$ cat config.mk
export PLATFORM = sky130hd
export DESIGN_NAME = updown_counter_n_flat
export DESIGN_NICKNAME = d
export VERILOG_FILES = /design/src/rtl/updown_counter_n_if.sv /design/src/rtl/updown_counter_n.sv /design/src/flat_wrapper.sv
export SDC_FILE = /design/constraint.sdc
export NUM_CORES = 1
export LEC_CHECK = 0
export ABC_AREA = 1
export CAP_MARGIN = 20
export CORE_ASPECT_RATIO = 0.8
export CORE_UTILIZATION = 50
export DETAILED_ROUTE_END_ITERATION = 12
export GPL_ROUTABILITY_DRIVEN = 1
export GPL_TIMING_DRIVEN = 0
export MAX_ROUTING_LAYER = met4
export PLACE_DENSITY = 0.76
export SLEW_MARGIN = 0
export SYNTH_ARGS = -nofsm -noshare
export SYNTH_HDL_FRONTEND = slang
export SYNTH_SLANG_ARGS = --single-unit
$ cat constraint.sdc
create_clock -name clk -period 2.26 [get_ports clk]
set_input_delay 0.678 -clock clk [delete_from_list [all_inputs] [get_ports clk]]
set_output_delay 0.678 -clock clk [all_outputs]
set_load 0.02 [all_outputs]
$ cat src/rtl/updown_counter_n_if.sv
// rtl/updown_counter_n_if.sv - control/status bundle between a counter user and updown_counter_n
interface updown_counter_n_if #(
    parameter int WIDTH = 8
);
    logic             en;
    logic             up_dn;
    logic             one_shot;
    logic             load;
    logic [WIDTH-1:0] load_val;
    logic [WIDTH-1:0] count;
    logic             tc;
    logic             wrap;
    logic             done;

    // The user of the counter drives controls and observes status.
    modport master (
        output en, up_dn, one_shot, load, load_val,
        input  count, tc, wrap, done
    );

    // The counter itself.
    modport slave (
        input  en, up_dn, one_shot, load, load_val,
        output count, tc, wrap, done
    );
endinterface

$ cat src/rtl/updown_counter_n.sv
// rtl/updown_counter_n.sv - modulo up/down counter with load, one-shot and wrap pulse; optional prescaler under COUNTER_PRESCALER_EN
module updown_counter_n #(
    parameter int WIDTH    = 8,
    parameter int MAX_VAL  = 2**WIDTH-1,
    parameter int INIT_VAL = 0,
    parameter int PRESCALE = 4
) (
    input  logic              clk,
    input  logic              reset,
    updown_counter_n_if.slave bus
);
    localparam logic [WIDTH-1:0] MAX  = WIDTH'(MAX_VAL);
    localparam logic [WIDTH-1:0] INIT = WIDTH'(INIT_VAL);
    localparam logic [WIDTH-1:0] ONE  = WIDTH'(1);

    // Reject parameter sets that would silently misbehave.
    if (WIDTH < 2 || MAX_VAL < 1 || MAX_VAL > 2**WIDTH-1 || INIT_VAL < 0 ||
        INIT_VAL > MAX_VAL || PRESCALE < 1) begin : g_bad_params
        $error("updown_counter_n: illegal parameter combination");
    end

    logic [WIDTH-1:0] count_q;
    logic             wrap_q;
    logic             done_q;
    logic             step;
    logic             at_max;
    logic             at_zero;

    assign at_max  = (count_q == MAX);
    assign at_zero = (count_q == '0);

`ifdef COUNTER_PRESCALER_EN
    localparam int              PS_W    = (PRESCALE > 1) ? $clog2(PRESCALE) : 1;
    localparam logic [PS_W-1:0] PS_LAST = PS_W'(PRESCALE - 1);
    localparam logic [PS_W-1:0] PS_ONE  = PS_W'(1);

    logic [PS_W-1:0] ps_q;

    // A step is allowed only on the last enabled cycle of each prescale period.
    assign step = (ps_q == PS_LAST);

    // Prescaler advances on enabled, non-loading, not-finished cycles and restarts on load.
    always_ff @(posedge clk or posedge reset) begin
        if (reset) begin
            ps_q <= '0;
        end else if (bus.load) begin
            ps_q <= '0;
        end else if (!done_q && bus.en) begin
            ps_q <= step ? '0 : ps_q + PS_ONE;
        end
    end
`else
    assign step = 1'b1;
`endif

    // Counter state: reset > load > done-hold > enabled step > hold; wrap is a one-edge pulse.
    always_ff @(posedge clk or posedge reset) begin
        if (reset) begin
            count_q <= INIT;
            wrap_q  <= 1'b0;
            done_q  <= 1'b0;
        end else if (bus.load) begin
            count_q <= (bus.load_val > MAX) ? MAX : bus.load_val;
            wrap_q  <= 1'b0;
            done_q  <= 1'b0;
        end else if (done_q) begin
            wrap_q  <= 1'b0;
        end else if (bus.en && step) begin
            wrap_q <= 1'b0;
            if (bus.up_dn) begin
                if (!at_max) begin
                    count_q <= count_q + ONE;
                end else if (!bus.one_shot) begin
                    count_q <= '0;
                    wrap_q  <= 1'b1;
                end else begin
                    done_q  <= 1'b1;
                end
            end else begin
                if (!at_zero) begin
                    count_q <= count_q - ONE;
                end else if (!bus.one_shot) begin
                    count_q <= MAX;
                    wrap_q  <= 1'b1;
                end else begin
                    done_q  <= 1'b1;
                end
            end
        end else begin
            wrap_q <= 1'b0;
        end
    end

    assign bus.count = count_q;
    assign bus.wrap  = wrap_q;
    assign bus.done  = done_q;
    // Terminal flag tracks the live direction so a direction change is reflected at once.
    assign bus.tc    = (bus.up_dn & at_max) | (~bus.up_dn & at_zero);
endmodule

$ cat src/flat_wrapper.sv
// flat-port wrapper written by rule: the top's interface ports become plain ports
module updown_counter_n_flat 
#(
    parameter int WIDTH    = 8,
    parameter int MAX_VAL  = 2**WIDTH-1,
    parameter int INIT_VAL = 0,
    parameter int PRESCALE = 4
)
  (clk, reset, bus_en, bus_up_dn, bus_one_shot, bus_load, bus_load_val, bus_count, bus_tc, bus_wrap, bus_done);
  updown_counter_n_if #(.WIDTH(WIDTH)) bus_i ();
  input  logic clk;
  input  logic reset;
  input wire logic [$bits(bus_i.en)-1:0] bus_en;
  input wire logic [$bits(bus_i.up_dn)-1:0] bus_up_dn;
  input wire logic [$bits(bus_i.one_shot)-1:0] bus_one_shot;
  input wire logic [$bits(bus_i.load)-1:0] bus_load;
  input wire logic [$bits(bus_i.load_val)-1:0] bus_load_val;
  output wire logic [$bits(bus_i.count)-1:0] bus_count;
  output wire logic [$bits(bus_i.tc)-1:0] bus_tc;
  output wire logic [$bits(bus_i.wrap)-1:0] bus_wrap;
  output wire logic [$bits(bus_i.done)-1:0] bus_done;
  assign bus_i.en = bus_en;
  assign bus_i.up_dn = bus_up_dn;
  assign bus_i.one_shot = bus_one_shot;
  assign bus_i.load = bus_load;
  assign bus_i.load_val = bus_load_val;
  assign bus_count = bus_i.count;
  assign bus_tc = bus_i.tc;
  assign bus_wrap = bus_i.wrap;
  assign bus_done = bus_i.done;
  updown_counter_n #(.WIDTH(WIDTH), .MAX_VAL(MAX_VAL), .INIT_VAL(INIT_VAL), .PRESCALE(PRESCALE)) u_core (.clk(clk), .reset(reset), .bus(bus_i));
endmodule
==> results, run 1 <==
- The share of the Yosys chip area taken by registers is 22.1%.
- After global routing the overflow that remains totals 0.
- Summed over all nets, the switching power comes to 0.000363 W.
- At the pin with the least slew margin, the transition time is 0.447 ns.
- Once placement finished, the instance area stood at 1400 um2.
- Across the VDD grid, the largest voltage drop is 0.416 mV.
- The effective utilization at floorplan is 53.0%.
- Compared with the post-synthesis result, the final layout area differs by 33.7%.
- At the worst endpoint, the required time is about 1.6 ns.
- The number of vias per cell after detailed routing is 5.30.
- The max-slew violation count came to 0.
- The total routing resource utilization after global routing is 24.6%.
- The worst setup path is launched from a register.
- Data arrives at the worst endpoint at approximately 1.5 ns.
- The library cell used most frequently in the layout, excluding fill and tap cells, is nand2_1.
- The clock period could shrink to 2.19 ns.
- Cell internal power was estimated by the tool at 0.000494 W.
- The post-route netlist has ~28% of its cells at a drive strength greater than 1.
- The post-DP HPWL is just over 2 mm.
- The via count of the first global-routing pass is 1009.
- The biggest fanout along the worst timing path is 5.
- At the placement stage, the worst setup path has a slack of -0.297 ns.
- The sequential cells in the finished layout cover a total of about 260 um2.
- The nature of the critical path endpoint is an output pin.
- Sorting the synthesized cells by area gives the leading types as dfrtp_1 22%, nand2_1 17%, nand3_1 7.5%.
- The routed via count is 1198.
- The DRC violation count after routing is 0.
- The detail route stage leaves a number of antenna-violating nets equal to 0.
- The relative contribution of combinational cells to total power is 51.2%.
- The category of the most critical setup path is register to output pin.
- In this run the power density over the cells is 566 nW/um2.
- TritonCTS created 3 clock buffers.
- For this block, the initial DRC count from the detailed router was 45.
- The routed design has between 2 and 3 mm of wire.
- The full die area is 2460 um2.
- Summing all non-filler instances in the final layout gives an area of around 1500 um2.
- The Yosys step of the flow raised 0 warnings.
- The latest clock arrival within the worst-skew pair is 0.28 ns.
- The first global-routing pass estimated 4.48 mm of wire.
- Sequential cells burn between 20% and 30% of the power.
- The floorplan step set the die height to 44.6 um.
- The placer congestion estimate is 0.933.
- The number of top-level pins is 25.
- The clock-pin transition on the worst setup and hold timing paths is approximately 0.08 ns.
- The clock group share of total power is 20.4%.
- The number of detailed-routing iterations run before antenna repair is 4.
- The number of max-cap violations is 0.
- The maximum level of the CTS H-tree is 1.
- For this run, the top clock speed supported by timing is 0.456 GHz.
- In this run the static leakage power is 0.765 nW.
- The run finished with clean final reports.
- The initial antenna violation count is 0.
- After technology mapping, the gate count stands at around 170.
- The biggest area contributor in the post-synthesis netlist is dfrtp_1.
- The post-synthesis register bit count is 10.
- The average cell area after synthesis is roughly 6.7 um2.
- No sink is reached through more buffers than the 2 on the longest clock path.
- Setup violations remaining at the end of the flow were counted as 0.
- The hold violation count in the final report was 0.
- The die is 55.2 um wide.
- The clock sink count is 10.
- In the final layout, the multi-input gates occupy 795 um2.
- The netlist uses 29 different library cells.
- The final critical path takes up 97.1% of the cycle.
- 0 antenna diodes ended up in the layout.
- The switching share of power is between 40% and 50%.
- After floorplanning, the core was sized to cover 2140 um2.
- TritonCTS built the clock tree.
- Port buffering added 23 buffers.
- In this run the clock root is driven by a clkbuf_4.
- In the post-route analysis, the smallest setup slack over all paths is 0.0657 ns.
- In the layout the commonest cells are 50 x nand2_1, 22 x clkdlybuf4s50_1, 21 x nor2_1, 17 x nand3_1, 14 x inv_1.
- In the final design database the tool counted ~220 nets.
- The area share of the leading cell type in the synthesized netlist is ~22%.
- The floorplan has 15 rows.
- The filler cell count is 189.
- The type of the worst min-delay path is register to register.
- The setup clock skew after layout is 0.00943 ns.
- The maximum number of pins on one net before global-route repair is 11.
- The number of nets in the synthesized netlist is 186.
- Measured against its own limit, the worst slew margin works out to a little over two thirds.
- Dividing the detail-routed wire length by the instance count gives 12.8 um.
- The synthesized netlist occupies a cell area of 1130 um2.
## through the flow
step	cells	power, W	hold WS (ns)	utilization (%)	TNS (ns)
after floorplan	169	0.000511	0.518	-	0
after global placement	217	0.000624	0.522	65.2	-0.280
after detailed placement	217	0.000631	0.547	65.2	-0.297
after CTS	223	0.000822	0.563	67.7	0
after global routing	226	0.000913	0.580	70.8	-0.0196
final	226	0.000857	0.557	70.8	0
## synth_stat cells
cell type	instances
nand2_1	50
nor2_1	21
nand3_1	17
inv_1	16
dfrtp_1	10
nand3_2	6
o21ai_0	6
or2_2	6
nand2_2	4
ha_1	3
nand2_4	3
nor2_4	3
o21ai_2	3
clkbuf_8	2
inv_2	2
nand4_1	2
nor2_2	2
xor2_1	2
a21oi_1	1
buf_2	1
buf_6	1
clkinv_1	1
inv_6	1
nand3_4	1
nand3b_1	1
nor2_8	1
o21a_1	1
o21ai_4	1
o21bai_1	1
## logic make-up (layout without fill, tap and decap cells)
family | count (synthesis) | count (layout) | share of synthesized area (%)
AOI/OAI and AO/OA | 13 | 13 | 8.17
adders and majority gates | 3 | 3 | 3.31
DFF | 10 | 10 | 22.1
and+or+nand+nor | 117 | 117 | 54.0
buffers and inverters | 24 | 56 | 10.9
xor gates and xnor gates | 2 | 2 | 1.55
## worst paths after layout
path,from,endpoint,slack [ns],cells after the start
setup / recovery,u_core.bus.count[0],bus_tc,0.07,7
hold / removal,u_core.bus.done,u_core.bus.done,0.56,1
setup reg to reg,u_core.bus.count[0],u_core.bus.count[4],0.73,9
hold reg to reg,u_core.bus.done,u_core.bus.done,0.56,1
max in group asynchronous,reset,u_core.bus.count[6],1.23,2
min in group asynchronous,reset,u_core.bus.count[2],0.69,2
## metal layers
metal	up-vias	share of wire, %	GRT usage (%)
met3	2	5.4	6.43
li1	593	-	-
met2	45	49	43.1
met1	558	45	28.8
met4	0	0.21	5.50
met5	-	0	-
## worst max-delay path: stages, from the launching register on
cell and delay [ns]:
dfrtp_2 0.46, inv_4 0.10, ha_4 0.15, nand2_4 0.08, o21ai_4 0.17, nand2_1 0.08, inv_1 0.06, buf_4 0.13
## registers in the layout (all words and copies together), names as in the netlist
name,count
u_core.bus.done,1
u_core.bus.count,8
u_core.bus.wrap,1
## cell type report
| type | count | share of cell area [%] |
|---|---|---|
| multi-input combinational | 135 | 52.4 |
| timing repair buffer | 28 | 17.5 |
| buffer | 4 | 3.06 |
| clock buffer | 4 | 2.39 |
| tap | 25 | 2.06 |
| inverter | 20 | 5.62 |
| sequential | 10 | 16.9 |
## timing repair
item / CTS / global route
resized for setup: 10 / 11
buffers inserted: 2 / 3
pin swaps: 2 / 1
hold buffers: 0 / 0
setup endpoints to repair: 1 / 1
## power by group through the flow
stage                     Combinational [W]  Clock (W)  Sequential [W]
after floorplan                    0.000246          0        0.000265
after global placement             0.000383          0        0.000241
after detailed placement           0.000390          0        0.000241
after CTS                          0.000409   0.000178        0.000236
after global routing               0.000480   0.000186        0.000248
final                              0.000439   0.000175        0.000243
Note: power is estimated with default switching activity, not from simulation.
==> inputs of run 2 (changes only) <==
--- a/config.mk
+++ b/config.mk
@@ -8,12 +8,12 @@
 export ABC_AREA = 1
 export CAP_MARGIN = 20
 export CORE_ASPECT_RATIO = 0.8
-export CORE_UTILIZATION = 50
+export CORE_UTILIZATION = 30
 export DETAILED_ROUTE_END_ITERATION = 12
 export GPL_ROUTABILITY_DRIVEN = 1
 export GPL_TIMING_DRIVEN = 0
 export MAX_ROUTING_LAYER = met4
-export PLACE_DENSITY = 0.76
+export PLACE_DENSITY = 0.49
 export SLEW_MARGIN = 0
 export SYNTH_ARGS = -nofsm -noshare
 export SYNTH_HDL_FRONTEND = slang
==> results, run 2 (synthesis results as in run 1) <==
- The final reports fail on design-rule violations.
- The cell at the root of the clock tree is clkbuf_8.
- The buffering stage count on the worst path with inverters included is 3.
- The initial antenna violation count is 0.
- The setup clock skew after layout is 0.00428 ns.
- The critical path startpoint category is a register.
- The finished layout holds 240 standard cells, fillers aside.
- In this run the worst path has a maximum fanout of 4.
- The min-delay analysis places its worst path in the category register to register.
- The number of diodes is 0.
- The pre-CTS setup slack is -0.313 ns.
- The critical path required time is 1.58 ns.
- The effective utilization at floorplan is approximately 32%.
- The hold violation count in the final report was 0.
- The worst hold slack is about 0.54 ns.
- For the pin with the worst max-slew slack, the measured transition is 0.451 ns.
- The clock-pin transition on the worst setup and hold timing paths is about 0.05 ns.
- The final sum of negative setup slack is 0 ns.
- The number of buffers created by CTS is 3.
- Data arrives at the worst endpoint at about 1.5 ns.
- The internal power contribution is between 0.0005 and 0.0006 W.
- The fraction of final layout cells with drive strength greater than 1 is 25.8%.
- In the routed design, unresolved DRC markers number 5.
- The average wire per standard cell is 12.5 um.
- The latest clock arrival within the worst-skew pair is approximately 0.24 ns.
- The number of nets with antenna violations after detailed routing is 0.
- The first-pass GRT wire length is 4.98 mm.
- The setup path with the least slack is of type register to output pin.
- The relative contribution of sequential cells to total power is 28.6%.
- The signal on the critical path passes through inv_2 > ha_2 > nand2_4 > o21ai_4 > nand2_1 > inv_1 > buf_4.
- The longest clock path from root to sink contains 2 buffers.
- The run finished, with violations left.
- The standby leakage power is ~0.75 nW.
- Static timing analysis puts the maximum clock frequency at 0.453 GHz.
- After detailed placement, the design holds a cell count of 234.
- The slowest library cell on the worst path is dfrtp_2.
- The routed layout has about 1100 vias.
- Setup repair after global routing left no endpoint under its margin.
- The clock tree from TritonCTS is done.
- Net switching is 41.2% of the power.
- The kind of cell with the highest combined delay along the critical path is flip-flops.
- The die is 70.7 um wide.
- The minimum period implied by the final worst setup slack is 2.21 ns.
- The full die area is approximately 4000 um2.
- The count of buffers inserted at the top-level ports is 23.
- Leaving out fill and tap cells, the most frequent cell in the layout is nand2_1.
- The setup violation total in the final timing report is 0.
- The area growth from synthesis to layout is 32.0%.
- IR analysis of the VDD net gives a maximum drop of between 0.3 and 0.4 mV.
- After detailed routing, the total wire length is about 3 mm.
- The nature of the critical path endpoint is an output pin.
- The total overflow left after global routing is 0.
- The number of nets in the layout is 217.
- The clock group share of total power is 22.6%.
- The maximum number of pins on one net before global-route repair is 11.
- The number of core rows is 19.
- The post-DP HPWL is 2.29 mm.
- In this run the power density over the cells is 568 nW/um2.
- The top cell types in the final layout, fill and taps aside, are 50 x nand2_1, 22 x clkdlybuf4s50_1, 21 x nor2_1, 17 x nand3_1, 14 x inv_1.
- Once layout is complete, the utilization of the core stands at 42.5%.
- The via count of the first global-routing pass is 1055.
- The core box area is between 3000 and 4000 um2.
- Summed over all nets, the switching power comes to 0.000350 W.
- Combinational logic burns 48.8% of the power.
- The max-slew violation count was 0.
- The die is 57.0 um tall.
- CTS built an H-tree with a depth of 1.
- The longest individual stage delay on the worst path is 0.43 ns.
- The flip-flop count of the largest register after layout is 8.
- The clock net in this run drives a total of 10 sinks.
- The total routing resource utilization after global routing is 16.7%.
- The pre-antenna-repair detailed-routing pass consisted of 8 iterations.
- The placer congestion estimate is 0.863.
- The filler cell count is 367.
- Pin placement for this block handled 25 I/O pins.
- The number of vias per cell after detailed routing is 4.70.
- The number of max-cap violations is 0.
- The worst pin sits at a relative slew slack of 69.9%.
- The worst path uses 97.7% of the clock period.
- The worst path setup slack after routing is 0.0520 ns.
- The starting DRC count in detailed routing is 55.
## run 2: final timing paths
path / start / endpoint / slack [ns] / depth (start not counted)
worst max-delay path: u_core.bus.count[1] / bus_tc / 0.05 / 7
worst min-delay path: u_core.bus.done / u_core.bus.done / 0.54 / 1
worst max register to register: u_core.bus.count[0] / u_core.bus.count[2] / 0.66 / 8
worst min register to register: u_core.bus.done / u_core.bus.done / 0.54 / 1
max in group asynchronous: reset / u_core.bus.count[6] / 1.18 / 2
min in group asynchronous: reset / u_core.bus.count[2] / 0.74 / 2
## run 2: power by group through the flow
stage | logic (W) | clock network (W) | registers [W]
after floorplan | 0.000246 | 0 | 0.000265
final | 0.000415 | 0.000192 | 0.000244
after global routing | 0.000461 | 0.000212 | 0.000248
after CTS | 0.000411 | 0.000202 | 0.000240
after detailed placement | 0.000395 | 0 | 0.000244
after global placement | 0.000394 | 0 | 0.000243
## run 2: routing by layer
| metal | wire length [um] | global-route usage (%) | vias to the layer above |
|---|---|---|---|
| met5 | 0 | - | - |
| met4 | 63 | 4.57 | 0 |
| met3 | 148 | 4.24 | 8 |
| met2 | 1350 | 26.8 | 28 |
| met1 | 1450 | 21.1 | 503 |
| li1 | - | - | 590 |
## run 2: through the flow
stage               total power, W  area [um2]
CTS                       0.000854        1480
floorplan                 0.000511        1130
global route              0.000922        1500
detailed placement        0.000639        1420
finish                    0.000851        1500
global placement          0.000637        1420
## run 2: area by class of cell
type	count	area, um2	share of cell area, %
Inverter	20	80.1	5.35
Buffer	4	43.8	2.93
Multi-Input combinational cell	135	774	51.8
Timing Repair Buffer	26	250	16.7
Sequential cell	10	254	17.0
Tap cell	42	52.6	3.51
Clock buffer	3	41.3	2.76
## run 2: what timing repair did
action | CTS | global route
hold buffers | 0 | 0
endpoints found under the setup margin | 1 | 1
resized for setup | 10 | 3
setup buffers | 2 | 1
==> inputs of run 3 (changes only) <==
--- a/config.mk
+++ b/config.mk
@@ -6,15 +6,13 @@
 export NUM_CORES = 1
 export LEC_CHECK = 0
 export ABC_AREA = 1
-export CAP_MARGIN = 20
 export CORE_ASPECT_RATIO = 0.8
 export CORE_UTILIZATION = 30
 export DETAILED_ROUTE_END_ITERATION = 12
 export GPL_ROUTABILITY_DRIVEN = 1
-export GPL_TIMING_DRIVEN = 0
 export MAX_ROUTING_LAYER = met4
 export PLACE_DENSITY = 0.49
-export SLEW_MARGIN = 0
+export SLEW_MARGIN = 5
 export SYNTH_ARGS = -nofsm -noshare
 export SYNTH_HDL_FRONTEND = slang
 export SYNTH_SLANG_ARGS = --single-unit
==> results, run 3 (synthesis results as in run 1) <==
- The number of top-level pins is 25.
- The pre-CTS setup slack is -0.483 ns.
- The full die area is approximately 4000 um2.
- The launch instance of the worst register-to-register path is u_core.bus.count[0].
- The minimum period implied by the final worst setup slack is 2.18 ns.
- Setup repair after global routing left no endpoint under its margin.
- Data arrives at the worst endpoint at 1.50 ns.
- The final layout contains between 200 and 250 nets.
- The core box area is 3520 um2.
- The number of nets with antenna violations after detailed routing is 0.
- The cell at the root of the clock tree is clkbuf_8.
- The power density over cell area is 574 nW/um2.
- The worst setup path is launched from a register.
- Entering global routing, the biggest net connects 14 pins.
- The hold violation count in the final report is 0.
- Leaving out fill and tap cells, the most frequent cells in the layout are 50 x nand2_1, 29 x buf_4, 22 x clkdlybuf4s50_1, 21 x nor2_1, 17 x nand3_1.
- The flip-flop count of the largest register after layout is 8.
- In this run the tool buffered the top-level ports with 24 buffer cells.
- The worst register-to-register path ends at u_core.bus.count[4].
- The routed wire length is 3.27 mm.
- The tool flagged a number of max-cap violations equal to 0.
- In the routed layout, each cell is associated on average with a via count of between 4 and 5.
- The startpoint of the worst setup timing path is u_core.bus.count[2].
- The post-CTS setup repair buffer count is 0.
- For this run, the total global-route usage over all layers was measured as 18.5%.
- The number of buffers created by CTS is 3.
- The type of the worst min-delay path is register to register.
- Summed over all nets, wire length on met3 after detailed routing comes to 217 um.
- The max-slew violation count is 0.
- In this run the vertical extent of the chip is 57.0 um.
- After clock tree synthesis, the clock-pin slew on the worst setup and hold paths is 0.05 ns.
- The analysis attributes to cell leakage a power of ~0.87 nW.
- The number of gates resized after CTS was 5.
- The critical path required time is about 1.6 ns.
- The number of buffers inserted for hold repair after clock tree synthesis is 0.
- The clock sink count is 10.
- The critical path is of the register to output pin type.
- The fraction of final layout cells with drive strength greater than 1 is 30.2%.
- The most common cell after layout, fill and taps aside is nand2_1.
- No sink is reached through more buffers than the 2 on the longest clock path.
- The area growth from synthesis to layout is 45.5%.
- The worst-case register-to-register setup slack is 0.60 ns.
- The routed via count is around 1200.
- After detailed routing, no signal wire sits above met4.
- Clock skew on the completed layout was measured at 0.00300 ns.
- The maximum vdd ir drop is 0.269 mV.
- For this run the aggregate overflow at the end of global routing stands at 0.
- The startpoint identified for the worst hold timing path is u_core.bus.done.
- The endpoint of the worst hold-timing path is u_core.bus.done.
- The worst reg2reg path depth is 10.
- The final critical path takes up 96.3% of the cycle.
- The post-DP HPWL is 2.63 mm.
- The horizontal extent of the die is 70.7 um.
- Measured against its own limit, the worst slew margin works out to 69.8%.
- The detailed router put a total of 1.49 mm of wire on met1.
- The transition at the pin with the smallest max-transition slack is around 0.45 ns.
- The worst path setup slack after routing is 0.0827 ns.
- In the final routed layout, each cell accounts on average for 12.4 um.
- The clock tree from TritonCTS is done.
- Along the worst path, the maximum fanout reaches 4.
- The repair_antennas step left the layout with diodes totalling 0.
- In this run the number of H-tree levels came out at 1.
- The initial antenna violation count was 0.
- The effective utilization at floorplan is 32.2%.
- The first-pass GRT wire length is 5.47 mm.
- The DRC violation count after routing is 5.
- The number of detailed-routing iterations run before antenna repair is 8.
- The final reports fail on design-rule violations.
- Counting instances, the worst hold path has a depth of 1.
- Derived from the worst setup path, the maximum achievable clock frequency is 0.459 GHz.
- In this run the core area contains 19 standard-cell rows.
- The run finished, with violations left.
- The wire length on met2 is 1.53 mm.
- Routability-driven placement finished with a final weighted congestion of 0.947.
- The starting DRC count in detailed routing is 44.
- The final sum of negative setup slack is 0 ns.
- The nature of the critical path endpoint is an output pin.
- The latest clock arrival within the worst-skew pair is 0.24 ns.
- The via count of the first global-routing pass was about 1100.
- Setup violations remaining at the end of the flow were counted as 0.
## run 3: cell types whose count changed in the layout (fill, tap and decap cells not counted), moves of 2 or more
cell and delta:
dfrtp_1 +3, dfrtp_2 -3, ha_1 +2, inv_1 +2, inv_2 -2, buf_4 +25
## run 3: layout make-up
| cell class | count | area (um2) |
|---|---|---|
| flip-flops and latches | 10 | 250 |
| multi-input cells | 135 | 759 |
| repair buffers | 53 | 452 |
| well taps | 42 | 52.6 |
| clock buffers | 4 | 55.1 |
| fillers | 351 | 1870 |
| inverters | 20 | 80.1 |
## run 3: worst max path at each step
stage / endpoint / slack, ns / cells after the start
after floorplan: bus_tc / 0.24 / 6
after global placement: bus_tc / -0.47 / 6
after detailed placement: bus_tc / -0.48 / 6
after CTS: bus_count[2] / 0.07 / 2
after global routing: bus_tc / 0.04 / 7
final: bus_count[2] / 0.08 / 2
## run 3: report_power, final
| part | switching (W) | leakage (nW) | internal [W] |
|---|---|---|---|
| combinational | 0.000251 | 0.720 | 0.000224 |
| sequential | 0.0000336 | 0.122 | 0.000203 |
| clock | 0.0000795 | 0.0288 | 0.000154 |
## run 3: metrics by stage
| step | cell area (um2) | instances | total power [W] | hold WS [ns] | util [%] |
|---|---|---|---|---|---|
| 3_5_place_dp | 1600 | 260 | 0.000716 | 0.539 | 45.5 |
| 4_1_cts | 1650 | 264 | 0.000956 | 0.553 | 46.9 |
| 2_1_floorplan | 1130 | 169 | 0.000511 | 0.518 | - |
| 3_3_place_gp | 1600 | 260 | 0.000716 | 0.539 | 45.5 |
| 6_report | 1650 | 264 | 0.000946 | 0.554 | 46.9 |
| 5_1_grt | 1650 | 264 | 0.00102 | 0.577 | 46.9 |
## run 3: per-layer routing
| metal | GRT usage, % | vias up |
|---|---|---|
| met4 | 3.43 | 0 |
| met1 | 23.7 | 554 |
| met2 | 30.2 | 47 |
| met3 | 4.59 | 4 |
| li1 | - | 636 |
| met5 | - | - |
## run 3: critical path, stage by stage (launching register included)
cell and delay (ns):
dfrtp_1 0.49, buf_4 0.17, clkdlybuf4s50_1 0.60
